`src/rtl/clk_div_prog.sv`:
```
// -----------------------------------------------------------------------------
// clk_div_prog
// Programmable clock divider / clock-enable generator. It produces a registered
// near-50%-duty divided level and a one-cycle tick at the start of every
// period. The divisor can be reloaded at runtime. A new value takes effect only
// at a period boundary, so no runt or stretched periods are produced.
//
// Ports:
//   clk      in   system clock
//   reset    in   asynchronous, active-high reset
//   en       in   count enable; when low, count and level freeze and tick is 0
//   restart  in   synchronous restart of the current period (wins over en)
//   div_in   in   new divisor value (0 and 1 are treated as 2)
//   div_load in   one-cycle strobe that captures div_in
//   div_out  out  divided level, registered
//   tick     out  one-cycle pulse at the start of each period, registered
//   cur_div  out  divisor currently in effect (clamped), registered
// -----------------------------------------------------------------------------
module clk_div_prog #(
   parameter int CNT_W       = 16,
   parameter int DEFAULT_DIV = 2
) (
   input  logic             clk,
   input  logic             reset,
   input  logic             en,
   input  logic             restart,
   input  logic [CNT_W-1:0] div_in,
   input  logic             div_load,
   output logic             div_out,
   output logic             tick,
   output logic [CNT_W-1:0] cur_div
);

   localparam logic [CNT_W-1:0] L_ZERO    = {CNT_W{1'b0}};
   localparam logic [CNT_W-1:0] L_ONE     = CNT_W'(1);
   localparam logic [CNT_W-1:0] L_TWO     = CNT_W'(2);
   localparam logic [CNT_W-1:0] L_DEF_DIV = (DEFAULT_DIV < 2) ? L_TWO : CNT_W'(DEFAULT_DIV);

   // Any divisor below 2 is treated as 2.
   function automatic logic [CNT_W-1:0] clamp_div(input logic [CNT_W-1:0] v);
      return (v < L_TWO) ? L_TWO : v;
   endfunction

   // ceil(d/2). The extra bit keeps d = all-ones from overflowing.
   function automatic logic [CNT_W-1:0] high_cycles(input logic [CNT_W-1:0] d);
      logic [CNT_W:0] w_sum;
      w_sum = {1'b0, d} + {{CNT_W{1'b0}}, 1'b1};
      return w_sum[CNT_W:1];
   endfunction

   logic [CNT_W-1:0] r_cnt;
   logic [CNT_W-1:0] r_div;
   logic [CNT_W-1:0] r_pend_div;
   logic             r_pend_vld;
   logic             r_div_out;
   logic             r_tick;

   logic [CNT_W-1:0] w_din_clamped;
   logic             w_new_avail;
   logic [CNT_W-1:0] w_new_div;
   logic             w_wrap;
   logic [CNT_W-1:0] w_next_cnt;
   logic             w_next_high;

   assign w_din_clamped = clamp_div(div_in);
   // A strobe in the same cycle overrides an older pending value.
   assign w_new_avail   = div_load | r_pend_vld;
   assign w_new_div     = div_load ? w_din_clamped : r_pend_div;
   assign w_wrap        = (r_cnt == (r_div - L_ONE));
   assign w_next_cnt    = w_wrap ? L_ZERO : (r_cnt + L_ONE);
   // Only used on non-wrap edges. At a wrap next_cnt is 0 and H >= 1,
   // so the level is always high there whatever the new divisor is.
   assign w_next_high   = (w_next_cnt < high_cycles(r_div));

   // Counter, divisor hand-over and output registers.
   always_ff @(posedge clk or posedge reset) begin
      if (reset) begin
         r_cnt      <= L_DEF_DIV - L_ONE;
         r_div      <= L_DEF_DIV;
         r_pend_div <= L_DEF_DIV;
         r_pend_vld <= 1'b0;
         r_div_out  <= 1'b0;
         r_tick     <= 1'b0;
      end else if (restart) begin
         r_cnt      <= L_ZERO;
         r_div_out  <= 1'b1;
         r_tick     <= 1'b1;
         r_pend_vld <= 1'b0;
         if (w_new_avail) begin
            r_div <= w_new_div;
         end
      end else if (en) begin
         r_cnt  <= w_next_cnt;
         r_tick <= w_wrap;
         if (w_wrap) begin
            r_div_out  <= 1'b1;
            r_pend_vld <= 1'b0;
            if (w_new_avail) begin
               r_div <= w_new_div;
            end
         end else begin
            r_div_out <= w_next_high;
            if (div_load) begin
               r_pend_div <= w_din_clamped;
               r_pend_vld <= 1'b1;
            end
         end
      end else begin
         // Frozen. Loads are still captured for the next wrap.
         r_tick <= 1'b0;
         if (div_load) begin
            r_pend_div <= w_din_clamped;
            r_pend_vld <= 1'b1;
         end
      end
   end

   assign div_out = r_div_out;
   assign tick    = r_tick;
   assign cur_div = r_div;

endmodule

```
`config.mk`:
```
export PLATFORM = sky130hd
export DESIGN_NAME = clk_div_prog
export DESIGN_NICKNAME = d
export VERILOG_FILES = /design/src/rtl/clk_div_prog.sv
export SDC_FILE = /design/constraint.sdc
export NUM_CORES = 1
export LEC_CHECK = 0
export CORE_ASPECT_RATIO = 0.6
export CORE_MARGIN = 5
export CORE_UTILIZATION = 45
export DETAILED_ROUTE_END_ITERATION = 10
export HOLD_SLACK_MARGIN = 0.03
export MAX_ROUTING_LAYER = met4
export PLACE_DENSITY_LB_ADDON = 0.3
export SLEW_MARGIN = 20
export SYNTH_ARGS = -nofsm -noshare
export SYNTH_HDL_FRONTEND = slang
export SYNTH_SLANG_ARGS = --single-unit
```
`constraint.sdc`:
```
create_clock -name clk -period 7.5 [get_ports clk]
set_input_delay 1.5 -clock clk [delete_from_list [all_inputs] [get_ports clk]]
set_output_delay 1.5 -clock clk [all_outputs]
set_load 0.02 [all_outputs]
```
==> impl_metrics.tcl <==
set metrics [dict create \
    outcome "completed" \
    clk_pin_slew_ps 70 \
    endpoint "div_out$_DFFE_PP0N_" \
    portBuffers 38 \
    fmax_mhz 216 \
    antenna_cells 0 \
    final_hold_viol_count 0 \
    drv_slew 0 \
    drv_cap 0 \
    combPwrFrac_pct 26.2 \
    crit_path_cell_trace "inv_1, ha_1, nor3b_2, nand2_1, or3_1, a2111oi_2, and4_1, nor2_1, ha_1, and3_1, and3_1, nand2_1, o21ai_0, a221oi_1, o31a_1, a211o_1" \
    layout_min_cycle_time_ps 4630 \
    regArea_mm2 0.00128 \
    place_hpwl_um 7410 \
    initial_utilization_pct 46.2 \
    synthesis.nets 486 \
    synthCells 447 \
    finalInstanceArea_mm2 0.00442 \
    ys_types 59 \
    crit_path_max_fanout 21 \
    core_area_mm2 0.00856 \
    critPathKind "reg -> reg" \
    grt_usage_pct 20.1 \
    p_clk_share_pct 29.6 \
    drc 0 \
    drive_above_1_share_pct 6.15 \
    p_per_area_mw_per_mm2 182 \
    finalPower_uw 805 \
    root_buffer "clkbuf_16" \
    postCtsSetupBuffers 0 \
    finalSetupViolations 0 \
    final_common_cell "dfrtp_1" \
    internal_power_uw 533 \
    num_rows 26 \
    grt_pass1_vias 3099 \
    dieHeight_um 82.6 \
    cp-end-kind "flop" \
    seqPwrFrac_pct 44.3 \
    cts_hold_buf 0 \
    synth_area_mm2 0.00396 \
    tritoncts "yes" \
    cts_buffers 5 \
    synth_ff_type "dfrtp_1" \
    post-route-period-util_pct 61.7 \
    clock_path_buffers 2 \
    clock-sinks 51 \
    relSlewSlack_pct 31.4 \
    multiInputGateArea_mm2 0.00239 \
    crit_start "cur_div[0]$_DFFE_PP0P_" \
    postPlaceCellArea_mm2 0.00428 \
    io_pins 39 \
    nFillCells 782 \
    power_switching_share_pct 33.8 \
    fp.dieW_um 131 \
    critPathRequiredTime_ps 7690 \
    grt_max_degree 52 \
    synthToLayoutAreaGrowth_pct 11.8 \
    rsz0062_at_grt "no" \
    cp_slowest_cell "and4_1" \
    reg2regPathDepth 16 \
    tightest_slew_ps 1030 \
    yosys_warnings 0 \
    r2r_slack_ps 2870 \
    timing.rr.end "div_out$_DFFE_PP0N_" \
    fin_nets 493 \
    wire_per_inst_um 17.6 \
    ir_drop_mv 0.107 \
    cts_resized 0 \
    min_path_type "reg -> reg" \
    worstReg2RegStart "cur_div[0]$_DFFE_PP0P_" \
    final_antenna_net_count 0 \
    gr-total-overflow 0 \
    clk_latency_ps 300 \
    htreeDepth 2 \
    die-area_mm2 0.0108 \
    vias 3408 \
    drt-initial-drc-count 274 \
    ys_ff_latch 51 \
    worstPathArrival_ps 4820 \
    drt_wl_total_um 10000 \
    final_cell_mix "dfrtp_1 (48), clkdlybuf4s50_1 (38), nor2_1 (34), o21ai_0 (34), xnor2_1 (26)" \
    max_stage_delay_ps 750 \
    leakage_nw 1.84 \
    first_pass_iters 5 \
    async_flop_share_pct 100 \
    gp_congestion 0.906 \
    yosysSeqAreaShare_pct 32.4 \
    antenna_found_initial 0 \
    viasPerCell 6.01 \
    cp-start-kind "flop" \
    grt_pass1_wl_um 16500 \
    setup_tns_ps 0 \
    skew_ps 6.45 \
    syn_area_per_cell_um2 8.85 \
    p_switching_uw 273 \
    synth_edf_count 0 \
]
[synth_stat cells, types with 10 or more instances]
library cell / number / area share [%]
nor2_1: 34 / 3.2
o21ai_0: 34 / 4.3
dfrtp_1: 48 / 30
nand4_1: 10 / 1.6
nand2b_1: 11 / 1.7
xor2_1: 19 / 4.2
nand2_1: 19 / 1.8
a2bb2oi_1: 13 / 2.9
mux2_1: 10 / 2.8
and3_1: 17 / 2.7
xnor2_1: 26 / 5.8
clkbuf_1: 19 / 1.8
ha_1: 18 / 5.7
nand3_1: 25 / 3.2
inv_1: 22 / 2.1
[worst max-delay path, delay by kind of cell, from the launching register on]
family | cells | cell delay (ps)
DFF | 1 | 500
AOI/OAI and AO/OA | 5 | 1080
adders and majority gates | 2 | 560
and+or+nand+nor | 8 | 2290
buffers and inverters | 1 | 110
[layout make-up]
| class | count | share of cell area [%] |
|---|---|---|
| clock buffer | 6 | 2.91 |
| clock inverter | 2 | 0.368 |
| inverter | 23 | 2.01 |
| multi-input combinational | 335 | 54.0 |
| sequential | 51 | 28.9 |
| tap | 112 | 3.17 |
| timing repair buffer | 38 | 8.60 |
[kinds of logic after synthesis]
logic type               count (synthesis)  synth area share [%]
multiplexers                            20                  5.63
flip-flops                              51                  32.4
AO/OA/AOI/OAI                           92                  15.9
adder cells (fa/ha/maj)                 18                  5.69
buffers and inverters                   61                  7.24
AND/OR/NAND/NOR                        160                  23.2
XOR/XNOR                                45                  9.96
[per-layer routing]
metal / up-vias / GRT usage (%) / routed length (um)
met5: - / - / 0
met4: 0 / 3.70 / 61
met2: 110 / 27.5 / 4160
met3: 6 / 3.47 / 578
li1: 1622 / - / -
met1: 1670 / 30.7 / 5210
[power by group through the flow]
stage | Clock, mW | Combinational, mW | Sequential [mW]
6_report | 0.238 | 0.211 | 0.357
4_1_cts | 0.243 | 0.211 | 0.356
3_3_place_gp | 0 | 0.206 | 0.359
5_1_grt | 0.253 | 0.231 | 0.362
2_1_floorplan | 0 | 0.155 | 0.345
3_5_place_dp | 0 | 0.208 | 0.361
[per-stage QoR]
step / worst slack (ps) / instances / hold slack, ps / util (%)
after global placement: 2680 / 559 / 474 / 50.0
after detailed placement: 2650 / 559 / 482 / 50.0
after floorplan: 3390 / 447 / 464 / -
after global routing: 2520 / 567 / 522 / 51.7
final: 2870 / 567 / 502 / 51.7
after CTS: 2920 / 567 / 502 / 51.7
[worst min-delay path by stage]
stage	to	startpoint	slack, ps	cells past startpoint
after CTS	r_pend_div[8]$_DFFE_PP0P_	r_pend_div[8]$_DFFE_PP0P_	500	1
after global routing	r_pend_div[9]$_DFFE_PP0P_	r_pend_div[9]$_DFFE_PP0P_	520	1
after floorplan	r_pend_div[10]$_DFFE_PP0P_	r_pend_div[10]$_DFFE_PP0P_	460	1
after detailed placement	r_pend_div[3]$_DFFE_PP0P_	r_pend_div[3]$_DFFE_PP0P_	480	1
final	r_pend_div[2]$_DFFE_PP0P_	r_pend_div[2]$_DFFE_PP0P_	500	1
after global placement	r_pend_div[8]$_DFFE_PP0P_	r_pend_div[8]$_DFFE_PP0P_	470	1
[registers in the layout (all words and copies together) (netlist names)]
name,count
cur_div,16
div_out,1
r_cnt,16
r_pend_div,16
r_pend_vld,1
tick,1
No activity file was read; power rests on OpenSTA's default activity.
